--- src/rtl/mpu6050_reader.sv ---
// -----------------------------------------------------------------------------
// mpu6050_reader
//
// Sequencing controller sitting directly upstream of i2c_master. After reset it
// wakes the MPU6050 once (write PWR_MGMT_VAL to register 0x6B). It then
// periodically burst-reads the six accelerometer bytes starting at START_REG
// and publishes them as three signed 16-bit samples. Byte ordering,
// START/STOP placement, per-byte timeout and retry live here; bit-level I2C
// stays in i2c_master.
//
// Parameters:
//   SAMPLE_PERIOD  cycles between sample starts (minimum 2)
//   TIMEOUT        cycles allowed per byte before error
//   PWR_MGMT_VAL   value written to register 0x6B at init
//   START_REG      first register of the burst read
//
// Ports:
//   clk, reset             system clock, synchronous active-high reset
//   enable                 allow new sample cycles
//   i2c_avail              master idle and ready for a byte command
//   i2c_data_out           byte received by the master
//   i2c_avail_data_out     one-cycle pulse, i2c_data_out valid
//   i2c_start              one-cycle command strobe
//   i2c_rw                 0 = write byte, 1 = read byte (valid with strobe)
//   i2c_stop               STOP after this byte (valid with strobe)
//   i2c_data_in            byte to transmit (valid with strobe)
//   accel_x/_y/_z          signed samples, {high byte, low byte}
//   sample_valid           one-cycle pulse, new samples latched
//   busy                   high outside IDLE and WAIT_TMR
//   error                  one-cycle pulse on byte timeout
// -----------------------------------------------------------------------------
module mpu6050_reader #(
    parameter int unsigned SAMPLE_PERIOD = 500000,
    parameter int unsigned TIMEOUT       = 100000,
    parameter logic [7:0]  PWR_MGMT_VAL  = 8'h00,
    parameter logic [7:0]  START_REG     = 8'h3B
) (
    input  logic        clk,
    input  logic        reset,
    input  logic        enable,
    input  logic        i2c_avail,
    input  logic [7:0]  i2c_data_out,
    input  logic        i2c_avail_data_out,
    output logic        i2c_start,
    output logic        i2c_rw,
    output logic        i2c_stop,
    output logic [7:0]  i2c_data_in,
    output logic [15:0] accel_x,
    output logic [15:0] accel_y,
    output logic [15:0] accel_z,
    output logic        sample_valid,
    output logic        busy,
    output logic        error
);

    localparam logic [7:0] PWR_MGMT_REG = 8'h6B;

    localparam int unsigned PW = (SAMPLE_PERIOD > 2) ? $clog2(SAMPLE_PERIOD) : 1;
    localparam int unsigned TW = (TIMEOUT > 1) ? $clog2(TIMEOUT + 1) : 1;

    localparam logic [PW-1:0] PERIOD_LOAD = PW'(SAMPLE_PERIOD - 1);
    localparam logic [TW-1:0] TIMER_LAST  = TW'(TIMEOUT - 1);

    localparam logic [3:0] S_IDLE     = 4'd0;
    localparam logic [3:0] S_WAKE_REG = 4'd1;
    localparam logic [3:0] S_WAKE_VAL = 4'd2;
    localparam logic [3:0] S_WAIT_TMR = 4'd3;
    localparam logic [3:0] S_PTR      = 4'd4;
    localparam logic [3:0] S_RD0      = 4'd5;
    localparam logic [3:0] S_RD1      = 4'd6;
    localparam logic [3:0] S_RD2      = 4'd7;
    localparam logic [3:0] S_RD3      = 4'd8;
    localparam logic [3:0] S_RD4      = 4'd9;
    localparam logic [3:0] S_RD5      = 4'd10;
    localparam logic [3:0] S_PUBLISH  = 4'd11;
    localparam logic [3:0] S_ERR      = 4'd12;

    logic [3:0]    state;
    logic          pending;     // strobe issued, completion not yet seen
    logic          seen_low;    // i2c_avail observed low since the write strobe
    logic [TW-1:0] byte_timer;
    logic [PW-1:0] period_cnt;
    logic [7:0]    shadow [0:5];

    // Per-state command decode
    logic       is_cmd;
    logic       is_read;
    logic       cmd_stop;
    logic [7:0] cmd_byte;
    logic [2:0] rd_idx;

    logic strobe;
    logic done;
    logic expire;

    always_comb begin
        is_cmd   = 1'b0;
        is_read  = 1'b0;
        cmd_stop = 1'b0;
        cmd_byte = '0;
        rd_idx   = '0;
        case (state)
            S_WAKE_REG: begin
                is_cmd   = 1'b1;
                cmd_byte = PWR_MGMT_REG;
            end
            S_WAKE_VAL: begin
                is_cmd   = 1'b1;
                cmd_byte = PWR_MGMT_VAL;
                cmd_stop = 1'b1;
            end
            S_PTR: begin
                is_cmd   = 1'b1;
                cmd_byte = START_REG;
            end
            S_RD0: begin
                is_cmd  = 1'b1;
                is_read = 1'b1;
                rd_idx  = 3'd0;
            end
            S_RD1: begin
                is_cmd  = 1'b1;
                is_read = 1'b1;
                rd_idx  = 3'd1;
            end
            S_RD2: begin
                is_cmd  = 1'b1;
                is_read = 1'b1;
                rd_idx  = 3'd2;
            end
            S_RD3: begin
                is_cmd  = 1'b1;
                is_read = 1'b1;
                rd_idx  = 3'd3;
            end
            S_RD4: begin
                is_cmd  = 1'b1;
                is_read = 1'b1;
                rd_idx  = 3'd4;
            end
            S_RD5: begin
                is_cmd   = 1'b1;
                is_read  = 1'b1;
                cmd_stop = 1'b1;
                rd_idx   = 3'd5;
            end
            default: ;
        endcase
    end

    // The strobe is combinational so it can fire in the first cycle of a
    // command state when the master is already idle.
    assign strobe = is_cmd && !pending && i2c_avail;

    // Completion: read bytes finish on the data pulse; writes finish when
    // i2c_avail returns high after having dropped.
    assign done = pending && (is_read ? i2c_avail_data_out : (seen_low && i2c_avail));

    // Completion in the expiry cycle wins over the timeout.
    assign expire = pending && !done && (byte_timer == TIMER_LAST);

    assign i2c_start   = strobe;
    assign i2c_rw      = strobe && is_read;
    assign i2c_stop    = strobe && cmd_stop;
    assign i2c_data_in = strobe ? cmd_byte : '0;

    assign busy = (state != S_IDLE) && (state != S_WAIT_TMR);

    always_ff @(posedge clk) begin
        if (reset) begin
            state        <= S_IDLE;
            pending      <= 1'b0;
            seen_low     <= 1'b0;
            byte_timer   <= '0;
            period_cnt   <= '0;
            accel_x      <= '0;
            accel_y      <= '0;
            accel_z      <= '0;
            sample_valid <= 1'b0;
            error        <= 1'b0;
            for (int unsigned i = 0; i < 6; i++) begin
                shadow[i] <= '0;
            end
        end else begin
            sample_valid <= 1'b0;
            error        <= 1'b0;

            // Byte handshake tracking; the timer counts the strobe cycle as 1.
            if (strobe) begin
                pending    <= 1'b1;
                seen_low   <= 1'b0;
                byte_timer <= TW'(1);
            end else if (pending) begin
                if (!i2c_avail) begin
                    seen_low <= 1'b1;
                end
                byte_timer <= byte_timer + 1'b1;
            end

            if (done) begin
                pending <= 1'b0;
                if (is_read) begin
                    shadow[rd_idx] <= i2c_data_out;
                end
            end

            case (state)
                S_IDLE: begin
                    if (enable) begin
                        state <= S_WAKE_REG;
                    end
                end
                S_WAKE_REG: if (done) state <= S_WAKE_VAL;
                S_WAKE_VAL: begin
                    if (done) begin
                        state      <= S_WAIT_TMR;
                        period_cnt <= PERIOD_LOAD;
                    end
                end
                S_WAIT_TMR: begin
                    // Counter parks at 0 while enable is low.
                    if (period_cnt == '0) begin
                        if (enable) begin
                            state <= S_PTR;
                        end
                    end else begin
                        period_cnt <= period_cnt - 1'b1;
                    end
                end
                S_PTR: if (done) state <= S_RD0;
                S_RD0: if (done) state <= S_RD1;
                S_RD1: if (done) state <= S_RD2;
                S_RD2: if (done) state <= S_RD3;
                S_RD3: if (done) state <= S_RD4;
                S_RD4: if (done) state <= S_RD5;
                S_RD5: if (done) state <= S_PUBLISH;
                S_PUBLISH: begin
                    accel_x      <= {shadow[0], shadow[1]};
                    accel_y      <= {shadow[2], shadow[3]};
                    accel_z      <= {shadow[4], shadow[5]};
                    sample_valid <= 1'b1;
                    state        <= S_WAIT_TMR;
                    period_cnt   <= PERIOD_LOAD;
                end
                S_ERR: begin
                    if (period_cnt == '0) begin
                        state <= S_IDLE;
                    end else begin
                        period_cnt <= period_cnt - 1'b1;
                    end
                end
                default: state <= S_IDLE;
            endcase

            // Timeout overrides the per-state hold: abandon the byte and cool down.
            if (expire) begin
                pending    <= 1'b0;
                error      <= 1'b1;
                state      <= S_ERR;
                period_cnt <= PERIOD_LOAD;
            end
        end
    end

endmodule

--- config.mk ---
export PLATFORM = sky130hd
export DESIGN_NAME = mpu6050_reader
export DESIGN_NICKNAME = d
export VERILOG_FILES = /design/src/rtl/mpu6050_reader.sv
export SDC_FILE = /design/constraint.sdc
export NUM_CORES = 1
export LEC_CHECK = 0
export ABC_AREA = 1
export CORE_MARGIN = 2
export CORE_UTILIZATION = 50
export DETAILED_ROUTE_END_ITERATION = 6
export MAX_ROUTING_LAYER = met4
export PLACE_DENSITY = 0.73
export SLEW_MARGIN = 20
export SYNTH_ARGS = -nofsm -noshare
export SYNTH_HDL_FRONTEND = slang
export SYNTH_SLANG_ARGS = --single-unit
--- constraint.sdc ---
create_clock -name clk -period 2.48 [get_ports clk]
set_clock_uncertainty 0.15 [all_clocks]
set_input_delay 0.496 -clock clk [delete_from_list [all_inputs] [get_ports clk]]
set_output_delay 0.496 -clock clk [all_outputs]
set_load 0.1 [all_outputs]
Yosys cells after proc, flatten, opt, wreduce, memory -nomap -nowiden

Memory sizes are Yosys's and may differ from the RTL's. A register that Yosys moved wholly into a read port is not among the register bits.
Index checks and enable logic that the tools add are counted.

Bits in registers: 44
Bits in writable memories: 48
Input port bits: 13
Output and inout bits: 62
Logic and storage cells: 125
Memories: 1

$add $sub $neg: 2
Equality and inequality tests: 42
Muxes and demuxes: 39
Bitwise operators: 1
Reductions and logical operators: 30

Memory list:

| memory | words | bits a word | rd ports | clocked after memory_dff | write ports | RTL line | text |
|---|---|---|---|---|---|---|---|
| shadow | 6     | 8           | 6        | 6                        | 6           | 83       | `logic [7:0] shadow [0:5];` |

Operators by type and width:

| cell                                               | number |
|---|---|
| two-way mux 19 bit                                 | 3 |
| case mux 19 bit (3 select lines)                   | 1 |
| two-way mux 4 bit                                  | 14 |
| case mux 4 bit (13 select lines)                   | 1 |
| inequality test 3 bit, second input constant       | 14 |
| inequality test 2 bit, second input constant       | 14 |
| AND reduction 13 bit                               | 2 |
| == test 4 bit, second input constant               | 5 |
| logical NOT 19 bit                                 | 1 |
| subtractor 19 x 1 -> 19 bit, second input constant | 1 |
| adder 17 x 1 -> 17 bit, second input constant      | 1 |
| == test 17 bit, second input constant              | 1 |
| == test 4 x 3 -> 1 bit, second input constant      | 4 |
| two-way mux 8 bit                                  | 2 |
| two-way mux 1 bit                                  | 15 |
| case mux 3 bit (5 select lines)                    | 1 |
| case mux 7 bit (2 select lines)                    | 1 |
| logical AND 1 bit                                  | 9 |
| OR reduction 9 bit                                 | 1 |
| == test 4 x 2 -> 1 bit, second input constant      | 2 |
| nonzero test 4 bit                                 | 2 |
| OR reduction 2 bit                                 | 4 |
| OR reduction 8 bit                                 | 1 |
| AND reduction 3 bit                                | 2 |
| 11 further kinds                                   | 12 |

Longest topological paths before layout

Gate-level depths: netlist of run 1.

Depth in word-level cells: 10
Gate-level depth with buffers: 13

Worst setup path before layout of run 1

Ideal clock, no wire load.

Kind: register to output
From: reg state[3]
To: out i2c_data_in[1]
Arrival: 3131 ps
Data required time: 1834 ps
Path slack: -1297 ps
Stages on the path, launching flop included: 8
Path buffers: 1
Cells stage by stage: dfxtp_1 -> inv_2 -> nor2_4 -> nand2_2 -> nand4_1 -> nand3_1 -> a21oi_1 -> buf_4

Cells in the longest elaborated chain, start to end: 6
Elaborated cells between the ends (all ways): 15
Those cells by class: eq/ne: 9; mux: 3; reduce/logical: 3

Ends and longest elaborated chain:

| element                                     | RTL line | text |
|---|---|---|
| start: declaration                          | 78       | `logic [3:0] state;` |
| start signal: assignment                    | 171      | `state <= S_IDLE;` |
| start signal: assignment                    | 210      | `state <= S_WAKE_REG;` |
| start signal: assignment                    | 213      | `S_WAKE_REG: if (done) state <= S_WAKE_VAL;` |
| == test 4 bit, or another cell as far along | 102      | `case (state)` |
| OR reduction 9 bit (no source line)         | -        |  |
| two-way mux 1 bit                           | 102      |  |
| logical AND 1 bit (2 in a row)              | 153      | `assign strobe = is_cmd && !pending && i2c_avail;` |
| two-way mux 8 bit (*)                       | 165      | `assign i2c_data_in = strobe ? cmd_byte : '0;` |
| end: declaration                            | 47       | `output logic [7:0] i2c_data_in,` |

Mark *: on every way between the ends. The rest lies on a longest branch, timed or not.

Worst setup path after layout of run 1

From: reg state[0]
To: out i2c_data_in[5]

The elaborated chain is that of the path after synthesis.

==> qor.log, run 1 <==
[global_route] vias in the first global route 5167
[floorplanning] # IOs 75
[job] total of max-cap violations 0
[routing] wire length per cell 14.3 um
[worst_hold_path] min-delay worst type reg -> reg
[logic_synthesis] count of distinct cell types in the synthesized netlist 37
[finish] share of cells above drive strength 1 19.9%
[finish] number of antenna repair diodes 0
[logic_synthesis] count of mapped cells out of synthesis 778
[sta] share of the cycle needed by the critical path after routing 102%
[power_and_ir_drop] Peak supply drop 0.791 mV
[cts] clock tree from TritonCTS done
[sta] Final TNS setup -0.179 ns
[logic_synthesis] most used standard cells in the synthesized netlist nor2_1 (227), nand2_1 (120), dfxtp_1 (92)
[finish] final core area utilization 65.5%
[worst_setup_path] depth of the worst register-to-register path 11
[logic_synthesis] proportion of netlist area held by the largest area contributor 29.4%
[worst_setup_path] Crit path required time 1.83 ns
[global_route] wire length of the first global-routing pass 24900 um
[status] failing checks negative setup slack
[logic_synthesis] flip-flop and latch count after synthesis 140
[worst_setup_path] beginning of the critical path state[0]
[sta] unrepaired setup endpoints after global routing yes
[power_and_ir_drop] combinational share of power 37.1%
[logic_synthesis] Async SR Flop Fraction 0%
[power_and_ir_drop] Int Power 4.99 mW
[global_route] overflow left after global routing 0
[finish] fillcell total 1020
[routing] Vias/cell 5.10
[global_route] initial antenna violation count 0
[floorplanning] floorplan die width 116 um
[power_and_ir_drop] sw power 3.17 mW
[placement] post-DP HPWL 10800 um
[floorplanning] standard-cell rows 40
[finish] fin cells 1052
[power_and_ir_drop] PwrDens 1030 mW/mm2
[cts] Skew-Pair Late Insertion Delay 0.42 ns
[routing] post-detailed-route count of antenna-violating nets 0
[cts] clock sink total 140
[logic_synthesis] count leader, synth nor2_1
[logic_synthesis] leading cell types by total area after synthesis dfxtp_1 (29%), edfxtp_1 (23%), nor2_1 (14%), nand2_1 (7.2%), o21ai_0 (4.5%)
[cts] buffers from clock root to sink, at most 2
[sta] number of setup violations in the final report 5
[logic_synthesis] number of warnings reported in the yosys synthesis log 0
[worst_setup_path] CP endpoint kind primary output
[routing] wire length reported by the detailed router 15000 um
[routing] Pre-antenna DRT Iters 4
[worst_setup_path] CP Launch Type flop
[worst_setup_path] Arr. time, crit path 1.87 ns
[logic_synthesis] library cell occupying the most area in the post-synthesis netlist dfxtp_1
[worst_hold_path] Hold Path Cell Cnt 2
[power_and_ir_drop] overall power 8.16 mW
[sta] maximum clock frequency 397 MHz
[finish] number of nets in the finished design 887
[power_and_ir_drop] switch share 38.8%
[routing] vias 5361
[floorplanning] floorplan core area 0.0121 mm2
[worst_setup_path] critical path peak fanout 7
[routing] DRC violation count after routing 0
[sta] final hold slack 0.322 ns
[routing] DRC violation total after the first TritonRoute iteration 257
[logic_synthesis] synthesized area divided by synthesized cell count 8.06 um2
[worst_hold_path] Hold Path Origin shadow[2][5]
[sta] Final Critical Period 2.52 ns
[sta] number of pins exceeding their max-slew limit in the final report 0
[finish] post-layout instance area 0.00794 mm2
[logic_synthesis] EDFF count, synth 48
[global_route] largest net degree at the start of global routing 50
[finish] area growth from synthesis to layout 26.5%
[sta] Hold Fails Final Rpt 0
[power_and_ir_drop] clock network fraction of total power 29.1%
[cts] number of H-tree levels 4
[cts] buffer cell driving the clock tree root clkbuf_16
[placement] cell area reported after detailed placement 0.00724 mm2
[logic_synthesis] netlist area before placement 0.00627 mm2
[sta] smallest setup slack after layout -0.0382 ns
[floorplanning] area of the die 0.0135 mm2
[power_and_ir_drop] reported leakage power 3.44 nW
[floorplanning] Die H 116 um
[placement] Inst Count DP 1009
[cts] Post-CTS Hold Buffers 0
[worst_setup_path] startpoint of the worst register-to-register path state[2]
[placement] pre-CTS worst setup slack 0.0412 ns
[global_route] Overall Global Routing Usage 24.7%
[floorplanning] Initial Utilization 51.8%
[logic_synthesis] top_reg_cell synth dfxtp_1
[cts] Inserted Clock Buffers 17
[power_and_ir_drop] part of the total power dissipated in sequential elements 33.8%
[placement] total of buffers placed on input and output ports 72
[cts] post-CTS clock slew at the launch and capture registers of the worst setup and hold paths 0.06 ns
[logic_synthesis] proportion of synthesized chip area in sequential cells 52.3%
[placement] global placement routability congestion 0.883
[status] outcome finished with violations
[worst_setup_path] class of the most critical setup path reg -> out
## cell usage in the layout, fill, tap and decap left out, drive strengths merged, types with 19 or more instances in the layout
cell type and instances:
nor2 236, a21oi 29, edfxtp 48, buf 89, nand2 135, inv 56
clkbuf 19, nand3 34, dfxtp 92, o21ai 60
## path summary, 6_finish.rpt
check                   endpoint  slack, ns
setup / recovery  i2c_data_in[5]      -0.04
hold / removal       accel_y[13]       0.32
setup reg to reg    shadow[1][5]       0.24
hold reg to reg      accel_y[13]       0.32
## area by class of cell
class / instances / area, um2 / share of cell area (%)
Sequential cell: 140 / 3300 / 41.6
Multi-Input combinational cell: 555 / 2720 / 34.3
Timing Repair Buffer: 101 / 926 / 11.7
Clock buffer: 19 / 443 / 5.58
Inverter: 56 / 220 / 2.78
Tap cell: 168 / 210 / 2.65
Clock inverter: 13 / 119 / 1.50
## logic make-up (layout without fill, tap and decap cells)
| logic type | count (synthesis) | count (layout) | synth area share [%] |
|---|---|---|---|
| simple gates | 442 | 442 | 31.5 |
| flops | 140 | 140 | 52.3 |
| compound gates | 91 | 91 | 7.32 |
| buf+inv | 84 | 189 | 5.86 |
| xor+xnor | 17 | 17 | 2.37 |
| fa+ha+maj | 3 | 3 | 0.598 |
| other cells | 1 | 2 | 0.0598 |
## power by group through the flow
stage | registers (mW) | logic, mW | clock network, mW
after global placement | 2.78 | 2.85 | 0
after detailed placement | 2.78 | 2.88 | 0
after CTS | 2.75 | 3.01 | 2.41
after floorplan | 2.93 | 2.05 | 0
final | 2.76 | 3.03 | 2.37
after global routing | 2.78 | 3.35 | 2.52
## state kept, by name, indices dropped and copies added, names as in the netlist
signal / count
byte_timer: 17
sample_valid: 1
pending: 1
state: 4
accel_z: 16
period_cnt: 19
accel_x: 16
shadow: 48
accel_y: 16
seen_low: 1
error: 1
## per-layer routing
metal / up-vias / routed length (um) / GRT usage (%)
met2: 143 / 7840 / 42.1
met3: 14 / 614 / 5.18
met5: - / 0 / -
met4: 0 / 241 / 9.84
met1: 2509 / 6350 / 28.5
li1: 2695 / - / -
## critical path, cell delays in order, from the launching register on
cell	delay, ns
dfxtp_4	0.39
inv_2	0.06
nor2_4	0.13
nand2_4	0.06
nand4_1	0.17
nand3_4	0.17
a21oi_4	0.17
buf_12	0.14
buf_12	0.17
## timing repair
action / 4_1_cts / 5_1_grt
hold endpoints to repair: 0 / 0
endpoints found under the setup margin: 9 / 9
pin swaps: 7 / 7
resized for setup: 12 / 2
buffers inserted: 9 / 2
(Power assumes the default switching activity.)
==> run 2: changes to the inputs <==
clock period = 2.9 ns   (was 2.48 ns; I/O delays follow)
==> run 2 against run 1 <==
The run now ends clean. Cell count shrank 1.8%. Sequential cell count is the same. Critical endpoint unchanged. Via count grew 0.41%. Critical path type unchanged. Critical path depth is the same. Core utilization shrank 1.6 points.
==> qor.log, run 2 (synthesis results as in run 1) <==
[cts] buffer cell driving the clock tree root clkbuf_16
[power_and_ir_drop] overall power 6.90 mW [-15%]
[worst_setup_path] Crit path required time 2.17 ns [+0.34 ns]
[job] total of max-cap violations 0 [unchanged]
[floorplanning] area of the die 0.0135 mm2 [unchanged]
[cts] Skew-Pair Late Insertion Delay 0.41 ns [about the same]
[floorplanning] Die H 116 um [unchanged]
[global_route] overflow left after global routing 0 [unchanged]
[finish] fin cells 1033 [-1.8%]
[placement] total of buffers placed on input and output ports 72 [unchanged]
[floorplanning] Initial Utilization 51.8% [unchanged]
[routing] vias 5383 [+0.41%]
[floorplanning] floorplan core area 0.0121 mm2 [unchanged]
[floorplanning] # IOs 75 [unchanged]
[sta] Least-Margin Pin Slew 0.994 ns
[floorplanning] standard-cell rows 40 [unchanged]
[global_route] vias in the first global route 5087 [-1.5%]
[sta] number of pins exceeding their max-slew limit in the final report 0 [unchanged]
[worst_setup_path] CP Launch Type flop
[sta] worst relative slew slack 33.0%
[worst_setup_path] beginning of the critical path state[3]
[status] outcome finished, final reports clean
[sta] unrepaired setup endpoints after global routing no
[cts] post-CTS clock slew at the launch and capture registers of the worst setup and hold paths 0.06 ns [about the same]
[power_and_ir_drop] PwrDens 892 mW/mm2 [-13%]
[cts] clock tree from TritonCTS done
[global_route] Overall Global Routing Usage 23.5% [-1.2 points]
[sta] share of the cycle needed by the critical path after routing 94.1%
[cts] number of H-tree levels 4 [unchanged]
[finish] register bank with the most flops shadow
[sta] maximum clock frequency 366 MHz
[floorplanning] floorplan die width 116 um [unchanged]
[worst_setup_path] Arr. time, crit path 2.00 ns [+0.13 ns]
[finish] area growth from synthesis to layout 23.4%
[routing] wire length reported by the detailed router 14600 um [-2.6%]
[worst_setup_path] worst path cell trace inv_2, nor2_4, nand2_2, nand4_1, nand3_4, a21oi_2, buf_4, buf_12
[routing] DRC violation count after routing 0 [unchanged]
[cts] Post-CTS Hold Buffers 0 [unchanged]
[worst_setup_path] startpoint of the worst register-to-register path state[1]
[worst_hold_path] min-delay worst type reg -> reg
[worst_setup_path] number of buffers and inverters on the critical path 3 [unchanged]
[cts] clock sink total 140 [unchanged]
[global_route] largest net degree at the start of global routing 50 [unchanged]
[finish] Largest register FFs 48 [unchanged]
[placement] cell area reported after detailed placement 0.00711 mm2 [-1.8%]
[finish] number of antenna repair diodes 0 [unchanged]
[routing] post-detailed-route count of antenna-violating nets 0 [unchanged]
[finish] number of nets in the finished design 868 [-2.1%]
[routing] DRC violation total after the first TritonRoute iteration 414 [+61%]
[finish] most frequent cells in the layout nor2_1 (226), nand2_1 (120), dfxtp_1 (89)
[worst_hold_path] Hold Path Origin shadow[0][2]
[power_and_ir_drop] reported leakage power 3.35 nW [-2.4%]
[finish] share of cells above drive strength 1 16.8% [-3.1 points]
[worst_setup_path] cell with the largest stage delay on the worst path dfxtp_4
[sta] number of setup violations in the final report 0 [-5]
[finish] most common cell after layout, fill and taps aside nor2_1
[finish] post-layout instance area 0.00774 mm2 [-2.4%]
[worst_setup_path] CP endpoint kind primary output
[routing] Pre-antenna DRT Iters 7 [+3]
[finish] top flop regs shadow: 48 flops, period_cnt: 19 flops, byte_timer: 17 flops
[worst_setup_path] worst stage delay on the critical path 0.39 ns [about the same]
[placement] Inst Count DP 1001 [-0.79%]
[worst_setup_path] class of the most critical setup path reg -> out
[global_route] wire length of the first global-routing pass 23900 um [-4.1%]
[placement] post-DP HPWL 10200 um [-5.4%]
[global_route] initial antenna violation count 0 [unchanged]
[routing] wire length per cell 14.2 um [-0.84%]
[finish] fillcell total 1043 [+2.3%]
[finish] combined flip-flop and latch cell area 0.00329 mm2 [-0.27%]
[cts] Inserted Clock Buffers 17 [unchanged]
[cts] buffers from clock root to sink, at most 2 [unchanged]
[sta] Hold Fails Final Rpt 0 [unchanged]
[worst_setup_path] family with the most delay on the worst path simple AND/OR/NAND/NOR gates
[placement] global placement routability congestion 0.920 [+4.2%]
[routing] Vias/cell 5.21 [+2.3%]
[finish] area occupied by multi-input gates 0.00266 mm2 [-2.2%]
[worst_setup_path] critical path peak fanout 7 [unchanged]
[power_and_ir_drop] Peak supply drop 0.932 mV [+18%]
[sta] final hold slack 0.317 ns [-0.00571 ns]
[sta] Final Critical Period 2.73 ns
==> run 2: changes by cell type in the layout (fill, tap and decap cells not counted), moves of 3 or more <==
cell      change
clkinv_2      +3
nor2_1        +4
inv_1         +3
dfxtp_4       -3
nand2_1       +3
clkinv_4      -4
nor2_4        -3
buf_4        -17
==> run 2: stage by stage <==
step	TNS [ns]	util, %	worst slack (ns)
after CTS	0	63.8	0.0607
final	0	63.9	0.171
after detailed placement	0	58.7	0.232
after floorplan	-1.33	-	-0.283
after global placement	0	58.7	0.266
after global routing	0	63.9	0.00543
==> run 2: per-layer routing <==
metal,GRT usage [%],vias up,wire (um)
li1,-,2662,-
met3,4.71,33,773
met2,37.5,168,6920
met5,-,-,0
met4,10.6,0,373
met1,28.8,2520,6580
==> run 2: final timing paths <==
check	slack, ns	endpoint	depth (start not counted)
hold reg to reg	0.32	accel_x[10]	2
setup / recovery	0.17	i2c_data_in[5]	8
hold / removal	0.32	accel_x[10]	2
setup reg to reg	0.62	shadow[0][3]	8
==> run 2: area by class of cell <==
cell class | count | area share [%]
flip-flops and latches | 140 | 42.5
multi-input cells | 555 | 34.3
repair buffers | 82 | 9.79
clock buffers | 22 | 6.42
inverters | 56 | 2.81
well taps | 168 | 2.72
clock inverters | 10 | 1.42
==> run 2: report_power, final <==
group          total (mW)  internal, mW  leakage [nW]  switching (mW)
logic                2.38         0.725          1.81            1.65
registers            2.35          2.19          1.24           0.153
clock network        2.18          1.39         0.300           0.789
==> run 2: worst reg2reg max path: stages (launching register included) <==
cell and delay [ns]:
dfxtp_1 0.37, inv_1 0.08, nand2_1 0.11, inv_1 0.13, a22oi_1 0.50, nor2_8 0.12
nor2_8 0.13, nand2_4 0.09, nand2_1 0.27
==> run 2: what timing repair did <==
action,CTS,global route
gates resized for setup,4,4
pin swaps,0,1
setup endpoints to repair,8,4
buffers inserted,0,0
cloned,0,0
==> run 3: changes to the inputs <==
ABC_CLOCK_PERIOD_IN_PS = 2900   (was not set)
==> results of run 3 <==
No change in the layout: final DEF, timing and power equal those of run 2.
